## src/rtl/pwm_bank.sv

```systemverilog
// pwm_bank: multi-channel PWM generator sharing one period counter.
// Each channel's duty is loaded through a valid/ready handshake into a shadow
// register and copied into the active register only at a period boundary.
module pwm_bank #(
    parameter int unsigned CHANNELS = 6,
    parameter int unsigned WIDTH    = 10,
    parameter int unsigned PRESCALE = 1,
    parameter int unsigned OFFSET   = 0,
    parameter int unsigned CENTER   = 0
) (
    input  logic                      CLOCK_50,
    input  logic                      RESET_N,
    input  logic [CHANNELS*WIDTH-1:0] duty_in,
    input  logic                      load_valid,
    output logic                      load_ready,
    input  logic [CHANNELS-1:0]       ch_enable,
    output logic [CHANNELS-1:0]       pwm_out,
    output logic                      period_start
);

    localparam logic [WIDTH-1:0] CntMax = {WIDTH{1'b1}};
    localparam logic [WIDTH-1:0] CntOne = WIDTH'(1);
    localparam logic [WIDTH-1:0] Offs   = WIDTH'(OFFSET);
    localparam logic [15:0]      PreMax = 16'(PRESCALE - 1);

    typedef enum logic {StEmpty, StFull} pend_e;

    logic [15:0]      pre_q, pre_d;
    logic             tick;
    logic [WIDTH-1:0] cnt_q, cnt_d;
    logic             dir_down_q, dir_down_d;
    logic             bnd;
    pend_e            pending_q;
    logic [WIDTH-1:0] shadow_q [CHANNELS];
    logic [WIDTH-1:0] active_q [CHANNELS];
    logic [CHANNELS-1:0] pwm_d;

    assign tick       = (pre_q == PreMax);
    assign pre_d      = tick ? 16'd0 : pre_q + 16'd1;
    // Ready depends on the buffer state only, never on load_valid.
    assign load_ready = (pending_q == StEmpty);

    // Next counter value, direction and boundary detection.
    always_comb begin
        cnt_d      = cnt_q;
        dir_down_d = dir_down_q;
        bnd        = 1'b0;
        if (tick) begin
            if (CENTER == 0) begin
                cnt_d = cnt_q + 1'b1;
                bnd   = (cnt_q == CntMax);
            end else if (!dir_down_q) begin
                if (cnt_q == CntMax) begin
                    cnt_d      = cnt_q - 1'b1;
                    dir_down_d = 1'b1;
                end else begin
                    cnt_d = cnt_q + 1'b1;
                end
            end else begin
                cnt_d = cnt_q - 1'b1;
                // Going down through 1 means the next count is 0: period ends.
                if (cnt_q == CntOne) begin
                    dir_down_d = 1'b0;
                    bnd        = 1'b1;
                end
            end
        end
    end

    // Prescaler, period counter and direction flag.
    always_ff @(posedge CLOCK_50 or negedge RESET_N) begin
        if (!RESET_N) begin
            pre_q      <= '0;
            cnt_q      <= '0;
            dir_down_q <= 1'b0;
        end else begin
            pre_q      <= pre_d;
            cnt_q      <= cnt_d;
            dir_down_q <= dir_down_d;
        end
    end

    // Double-buffer handshake: capture into shadow when empty, apply at boundary when full.
    always_ff @(posedge CLOCK_50 or negedge RESET_N) begin
        if (!RESET_N) begin
            pending_q <= StEmpty;
            for (int i = 0; i < int'(CHANNELS); i++) begin
                shadow_q[i] <= '0;
                active_q[i] <= '0;
            end
        end else begin
            unique case (pending_q)
                StEmpty: begin
                    if (load_valid) begin
                        for (int i = 0; i < int'(CHANNELS); i++) begin
                            shadow_q[i] <= duty_in[i*WIDTH +: WIDTH] + Offs;
                        end
                        pending_q <= StFull;
                    end
                end
                StFull: begin
                    if (bnd) begin
                        for (int i = 0; i < int'(CHANNELS); i++) begin
                            active_q[i] <= shadow_q[i];
                        end
                        pending_q <= StEmpty;
                    end
                end
                default: pending_q <= StEmpty;
            endcase
        end
    end

    // Per-channel compare; enable is applied directly, not buffered.
    always_comb begin
        pwm_d = '0;
        for (int i = 0; i < int'(CHANNELS); i++) begin
            pwm_d[i] = ch_enable[i] & (cnt_q < active_q[i]);
        end
    end

    // Registered outputs.
    always_ff @(posedge CLOCK_50 or negedge RESET_N) begin
        if (!RESET_N) begin
            pwm_out      <= '0;
            period_start <= 1'b0;
        end else begin
            pwm_out      <= pwm_d;
            period_start <= bnd;
        end
    end

endmodule

```

## config.mk

```make
export PLATFORM = sky130hd
export DESIGN_NAME = pwm_bank
export DESIGN_NICKNAME = d
export VERILOG_FILES = /design/src/rtl/pwm_bank.sv
export SDC_FILE = /design/constraint.sdc
export NUM_CORES = 1
export LEC_CHECK = 0
export BUFFER_PORTS_ARGS = -buffer_cell sky130_fd_sc_hd__buf_2
export CORE_UTILIZATION = 45
export DETAILED_ROUTE_END_ITERATION = 12
export GPL_TIMING_DRIVEN = 0
export PLACE_DENSITY = 0.68
export SYNTH_ARGS = -nofsm -noshare
export SYNTH_HDL_FRONTEND = slang
export SYNTH_SLANG_ARGS = --single-unit
```

## constraint.sdc

```tcl
create_clock -name CLOCK_50 -period 5.1 [get_ports CLOCK_50]
set_clock_uncertainty 0.05 [all_clocks]
set_input_delay 0 -clock CLOCK_50 [delete_from_list [all_inputs] [get_ports CLOCK_50]]
set_output_delay 0 -clock CLOCK_50 [all_outputs]
set_load 0.1 [all_outputs]
```

=== Word level (Yosys, flattened, before mapping) ===
Cells that the tools add are included.

* Input bits: 69
* Register bits: 154
* Output and inout bits: 8
* Word-level logic and storage cells: 41

* $lt $le $gt $ge: 6
* $add $sub $neg: 2
* Equality and inequality tests: 1
* Bitwise gates (word level): 7
* Mux-type cells: 5
* Reduce and logical (&&, ||, !) cells: 3

{| class="wikitable"
|+ Operators by type and width
! cell !! count
|-
| less-than comparator 10 bit || 6
|-
| adder 16 x 1 -> 16 bit (second input constant) || 1
|-
| logical NOT 16 bit || 1
|-
| 2-to-1 mux 16 bit || 1
|-
| adder 10 x 1 -> 10 bit (second input constant) || 1
|-
| == test 10 bit (second input constant) || 1
|-
| AND 1 bit || 6
|-
| AND reduction 2 bit || 2
|-
| 2-to-1 mux 1 bit || 3
|-
| one-hot mux 1 bit (2 select lines) || 1
|-
| NOT 1 bit || 1
|}

=== Longest topological paths before layout ===
Gate-level depths: netlist (run 1).

* Depth after elaboration: 4
* Gate-level depth with buffers: 9
* Mapped depth without buffers: 6

=== Worst setup path after synthesis (run 1) ===
OpenSTA, ideal clock, no wires.

* Path kind: reg-to-reg
* Start: reg pending_q
* End: reg active_q[0] (netlist bit)
* Setup time: 0.125 ns
* Cell stages (with the launch flop): 7
* Arrival time: 1.855 ns
* Path buffers: 2
* Data required time: 4.925 ns
* Clock period less this slack: 2.031 ns
* Slack: 3.069 ns
* Cell sequence: dfrtp_1 -> inv_1 -> nor2_1 -> and3_4 -> buf_12 -> buf_12 -> mux2_4

* Longest elaborated chain between the ends: 1

{| class="wikitable"
|+ Ends and longest elaborated chain
! item !! line !! source
|-
| from (decl) || 33 || <nowiki>pend_e pending_q;</nowiki>
|-
| from (signal assigned) || 86 || <nowiki>pending_q <= StEmpty;</nowiki>
|-
| from (signal assigned) || 98 || <nowiki>pending_q <= StFull;</nowiki>
|-
| from (signal assigned) || 106 || <nowiki>pending_q <= StEmpty;</nowiki>
|-
| AND reduction 2 bit (no source line) || -- ||
|-
| to (signal, indexed assignment) || 104 || <nowiki>active_q[i] <= shadow_q[i];</nowiki>
|-
| to (decl) || 35 || <nowiki>logic [WIDTH-1:0] active_q [CHANNELS];</nowiki>
|}

Every way passes these cells.
A chain may end at the register's enable or synchronous reset.

=== Worst setup path in the final report (run 1) ===
* Start: reg cnt_q[2]
* End: reg active_q[3] (netlist bit)

* Longest elaborated chain between the ends: 3

{| class="wikitable"
|+ Ends and longest elaborated chain
! item !! line !! source
|-
| from (decl) || 30 || <nowiki>logic [WIDTH-1:0] cnt_q, cnt_d;</nowiki>
|-
| from (signal assigned) || 78 || <nowiki>cnt_q <= cnt_d;</nowiki>
|-
| == test 10 bit || -- ||
|-
| 2-to-1 mux 1 bit || 48 || <nowiki>if (tick) begin</nowiki>
|-
| AND reduction 2 bit (no source line) || -- ||
|}

Every way passes these cells.

==> flow_summary.yaml, run 1 <==
cells_and_area:
  diodes: 0
  most-common-layout-cells: "dfrtp_1, buf_2, dlygate4sd3_1, mux2_2, mux2_4"
  fill_cells: 1307
  drive_above_1_share: 0.331
  post-route-util: 0.591
  final_common_cell: "dfrtp_1"
  fin_nets: 842
  area_growth_pct: 26.4
synth:
  synth_area_per_cell_um2: 13.6
  synth_seq_cells: 154
  synth_edf_count: 0
  ys_seq_area_frac: 0.512
  synth_nets: 678
  synth-async-reset-ratio: 1.00
  yosys_warnings: 0
  syn-cell-area_mm2: 0.00753
  synth_cell_types: 32
  synthFlopType: "dfrtp_1"
  synthCells: 552
worst_setup_path:
  worst-path-stages: 6
  endpoint: "active_q[3]"
  crit_path_max_fanout: 11
  rr_worst_depth: 6
  crit_type: "register to register"
  crit_arrival_ns: 2.46
  regToRegSetupSlack_ns: 2.90
  critPathBufInv: 2
  crit_family: "simple AND/OR/NAND/NOR gates"
  start_kind: "register"
  cpPeakStageDelay_ns: 0.69
  endpoint_kind: "register"
  crit_chain: "and4_1, and4_1, and3_4, buf_12, buf_12, mux2_4"
  timing.rr.end: "active_q[3]"
  crit_start: "cnt_q[2]"
  reg2reg_from: "cnt_q[2]"
  crit_required_ns: 5.36
  slowest_stage: "dfrtp_1"
global_routing:
  grt_usage: 0.191
  grt_pass1_vias: 5253
  grt_start_max_net_pins: 101
  antenna_found_initial: 0
  grt_remaining_overflow: 0
  grt_pass1_wl_um: 25700
routing:
  wl_per_cell_um: 15.9
  ant_nets: 0
  drt-total-wl_um: 15000
  drtIter0Drc: 164
  firstDrtPassIters: 4
  via_per_inst: 5.03
  vias: 4757
  drc: 0
placement:
  gp_congestion: 0.755
  place_ws_ns: 2.88
  portBuffers: 76
  post-dp-hpwl_um: 10400
die:
  core_mm2: 0.0161
  start_util: 0.467
  rows: 46
  die_h_um: 131
  die_area_mm2: 0.0173
  die_x_um: 131
  ios: 77
timing:
  fin_crit_ns: 2.20
  setup_viol: 0
  finalCritPeriodShare: 0.432
  rsz0062_at_grt: "no"
  slew_headroom: 0.577
  whs_ns: 0.0517
  worst_pin_slew_ns: 0.635
  maxSlewViolCount: 0
  fin_setup_tns_ns: 0
  clock.fmax_ghz: 0.454
  finalHoldViolations: 0
  setup_ws_ns: 2.90
power:
  switching_share: 0.207
  p_per_area_mw_per_mm2: 292
  p_sw_uw: 576
  pwr-share-clk: 0.475
  comb_power_share: 0.053
  p_int_uw: 2210
  seqPwrFrac: 0.472
  vdd_drop_max_mv: 0.251
  leakage_uw: 0.00445
clocking:
  cts_max_level: 4
  cts.path.max_buffers: 2
  cts_setup_buffers: 0
  cts_buffers: 17
  clk_pin_slew_worst_paths_ns: 0.06
  clk-insertion-delay-late_ns: 0.42
  tritoncts: "done"
  clockRootBuffer: "clkbuf_16"
  cts.sinks: 154
run_status:
  status: "finished clean"
job:
  max_cap_violations: 0
worst_hold_path:
  hold_class: "primary input to asynchronous set/reset pin"
-- layout make-up --
type | count | area [um^2] | area share
timing repair buffer | 145 | 1090 | 0.115
buffer | 16 | 179 | 0.0188
inverter | 58 | 218 | 0.0229
clock buffer | 21 | 450 | 0.0473
tap | 216 | 270 | 0.0284
multi-input combinational | 324 | 3280 | 0.345
sequential | 154 | 3850 | 0.405
clock inverter | 11 | 170 | 0.0179
-- routing by layer --
| metal | vias to the layer above | wire length, um | global-route usage |
|---|---|---|---|
| li1 | 2264 | - | - |
| met1 | 2385 | 6910 | 0.238 |
| met2 | 86 | 7290 | 0.321 |
| met3 | 22 | 495 | 0.0401 |
| met4 | 0 | 303 | 0.0833 |
| met5 | - | 0 | 0 |
-- cells in the mapped netlist, types with 7 or more instances --
cell	number	area share
a21oi_1	12	0.0080
dfrtp_1	154	0.51
xnor2_1	17	0.020
inv_1	58	0.029
nand3_1	10	0.0066
nand4_1	10	0.0083
mux2_4	59	0.12
nand2b_1	12	0.010
buf_12	7	0.019
nor2_1	10	0.0050
a21o_1	12	0.012
mux2_2	64	0.096
nand2_1	7	0.0035
and4_1	9	0.010
ha_1	57	0.095
-- worst min path at each step --
stage	startpoint	endpoint	slack, ns
6_report	RESET_N	pre_q[14]	0.05
3_3_place_gp	duty_in[46]	shadow_q[16]	0.18
4_1_cts	RESET_N	pre_q[8]	0.06
5_1_grt	RESET_N	pre_q[14]	0.09
2_1_floorplan	RESET_N	active_q[0]	-0.35
3_5_place_dp	RESET_N	pre_q[14]	-0.06
-- worst reg2reg max path, cell delays in order, from the launching register on --
cell and delay [ns]:
dfrtp_1 0.69, and4_1 0.33, and4_1 0.21, and3_4 0.20
buf_12 0.15, buf_12 0.16, mux2_4 0.31
-- registers in the layout, indices dropped and copies added (netlist names) --
name and flops:
active_q 60, pwm_out 6, shadow_q 60, period_start 1
cnt_q 10, pending_q 1, pre_q 16
-- power groups by stage --
stage / clock network, uW / logic, uW / registers, uW
CTS: 1350 / 151 / 1310
floorplan: 0 / 51.0 / 1320
global route: 1400 / 166 / 1320
global placement: 0 / 102 / 1330
finish: 1320 / 148 / 1310
detailed placement: 0 / 110 / 1340
-- cells by family after synthesis --
logic type      count (synthesis)  synth area share
flops                         154             0.512
buf+inv                        74            0.0527
mux                           123             0.213
simple gates                   75            0.0593
compound gates                 48            0.0439
xor+xnor                       21            0.0244
fa+ha+maj                      57            0.0947
-- stage by stage --
step / instances / total power, uW / cell area (um^2)
floorplan: 552 / 1370 / 7530
global placement: 844 / 1430 / 8180
detailed placement: 845 / 1450 / 8220
CTS: 945 / 2820 / 9520
global route: 945 / 2880 / 9520
finish: 945 / 2780 / 9520
-- repair_timing --
action / 4_1_cts / 5_1_grt
resized for setup: 0 / 0
endpoints found under the hold margin: 126 / 0
hold buffers: 68 / 0
No activity file was read; power rests on OpenSTA's default activity.
==> run 2: changes to the inputs <==
- PLACE_DENSITY: 0.68 -> 0.7
- clock period: 5.1 -> 1.9 ns (I/O delays scaled with it)
==> run 2 against run 1 <==
- the run now ends with negative setup slack left
- critical path depth stayed put
- clock power up 140%
- worst setup slack worse by 3.1 ns
- sequential power grew to 2.7 times the previous value
- final area grew 1.4%
- global-route usage is 0.96 points higher
- via count hardly changed
==> flow_summary.yaml, run 2 (synthesis results as in run 1) <==
worst_setup_path:
  crit_path_max_fanout: 11
  start_kind: "register"
  crit_arrival_ns: 2.35
  crit_type: "register to register"
  crit_required_ns: 2.16
  endpoint_kind: "register"
cells_and_area:
  drive_above_1_share: 0.370
  most-common-layout-cells: "dfrtp_1, buf_2, dlygate4sd3_1, mux2_2, mux2_4"
  area_growth_pct: 28.1
  reg_top3: "active_q (60), shadow_q (60), pre_q (16)"
  fill_cells: 1277
  post-route-util: 0.599
  final_common_cell: "dfrtp_1"
  diodes: 0
  fin_nets: 850
  seq_area_mm2: 0.00386
  multi_input_area_mm2: 0.00337
  fin_cells: 953
routing:
  drc: 0
  firstDrtPassIters: 4
  ant_nets: 0
  via_per_inst: 4.99
  drt-total-wl_um: 15600
  drtIter0Drc: 141
  vias: 4754
  wl_per_cell_um: 16.3
die:
  die_x_um: 131
  die_area_mm2: 0.0173
  start_util: 0.467
  rows: 46
  core_mm2: 0.0161
  ios: 77
  die_h_um: 131
timing:
  clock.fmax_ghz: 0.479
  whs_ns: 0.173
  fin_crit_ns: 2.09
  setup_viol: 60
  maxSlewViolCount: 0
  setup_ws_ns: -0.190
  slew_headroom: 0.425
  worst_pin_slew_ns: 0.863
  finalCritPeriodShare: 1.10
  fin_setup_tns_ns: -10.11
  rsz0062_at_grt: "yes"
  finalHoldViolations: 0
run_status:
  violations: "negative setup slack"
  status: "complete, but fails checks"
clocking:
  cts_max_level: 4
  clk_pin_slew_worst_paths_ns: 0.06
  cts.path.max_buffers: 2
  cts_buffers: 17
  clk-insertion-delay-late_ns: 0.43
  cts.sinks: 154
  clockRootBuffer: "clkbuf_16"
  tritoncts: "done"
global_routing:
  grt_usage: 0.201
  antenna_found_initial: 0
  grt_pass1_vias: 5337
  grt_remaining_overflow: 0
  grt_pass1_wl_um: 26900
  grt_start_max_net_pins: 96
placement:
  gp_congestion: 0.808
  dp_cells: 845
  post-dp-hpwl_um: 10300
  portBuffers: 76
job:
  max_cap_violations: 0
power:
  leakage_uw: 0.00448
  total_power_uw: 7100
  p_per_area_mw_per_mm2: 735
  vdd_drop_max_mv: 0.680
worst_hold_path:
  hold_class: "primary input to asynchronous set/reset pin"
run 2: cell count changes in the layout (fill, tap and decap cells not counted), moves of 4 or more:
cell        delta
buf_4          +6
dfrtp_1        -6
dfrtp_2        +6
a221oi_1       -5
a221oi_2       +5
clkinvlp_4     +5
o21ai_0        -5
o21ai_1        +5
buf_2          +4
clkbuf_1       -4
run 2: worst paths after layout:
kind                        startpoint           end  slack [ns]  cells past startpoint
max                           cnt_q[2]  active_q[21]       -0.19                      6
min                            RESET_N  active_q[28]        0.17                      2
max reg2reg                   cnt_q[2]  active_q[21]       -0.19                      6
min reg2reg                  pre_q[13]     pre_q[13]        0.44                      1
max in group asynchronous      RESET_N      cnt_q[2]        0.83                      3
min in group CLOCK_50      duty_in[50]   shadow_q[0]        0.28                      3
run 2: cell type report:
type                            instances  share of cell area
Tap cell                              216              0.0280
Timing Repair Buffer                  154               0.123
Clock buffer                           21              0.0477
Multi-Input combinational cell        324               0.349
Inverter                               58              0.0230
Sequential cell                       154               0.400
Buffer                                 15              0.0192
Clock inverter                         11              0.0101
run 2: worst max-delay path, cell delays in order (launching register included):
cell and delay [ns]:
dfrtp_2 0.54, and4_1 0.32, and4_1 0.22, and3_4 0.20
buf_12 0.16, buf_12 0.16, mux2_4 0.31
run 2: per-layer routing:
layer,routed length (um),track usage
met4,306,0.0853
met3,524,0.0478
met5,0,0
met2,7760,0.341
met1,6980,0.244
run 2: timing repair:
action,CTS,global route
hold buffers,68,0
hold endpoints to repair,161,0
pin swaps,4,7
setup endpoints to repair,129,90
gates cloned,1,0
buffers inserted,8,0
resized for setup,17,16
run 2: power breakdown:
part / leakage (uW) / internal [uW] / switching [uW]
Sequential: 0.00203 / 3430 / 87.8
Clock: 0.000253 / 1860 / 1320
Combinational: 0.00220 / 259 / 141
Total: 0.00448 / 5550 / 1550
run 2: through the flow:
stage	worst slack [ns]	cell area, um^2
after detailed placement	-0.296	8220
after floorplan	-0.0696	7530
after global routing	-0.279	9650
after global placement	-1.33	8190
final	-0.190	9650
after CTS	-0.173	9570
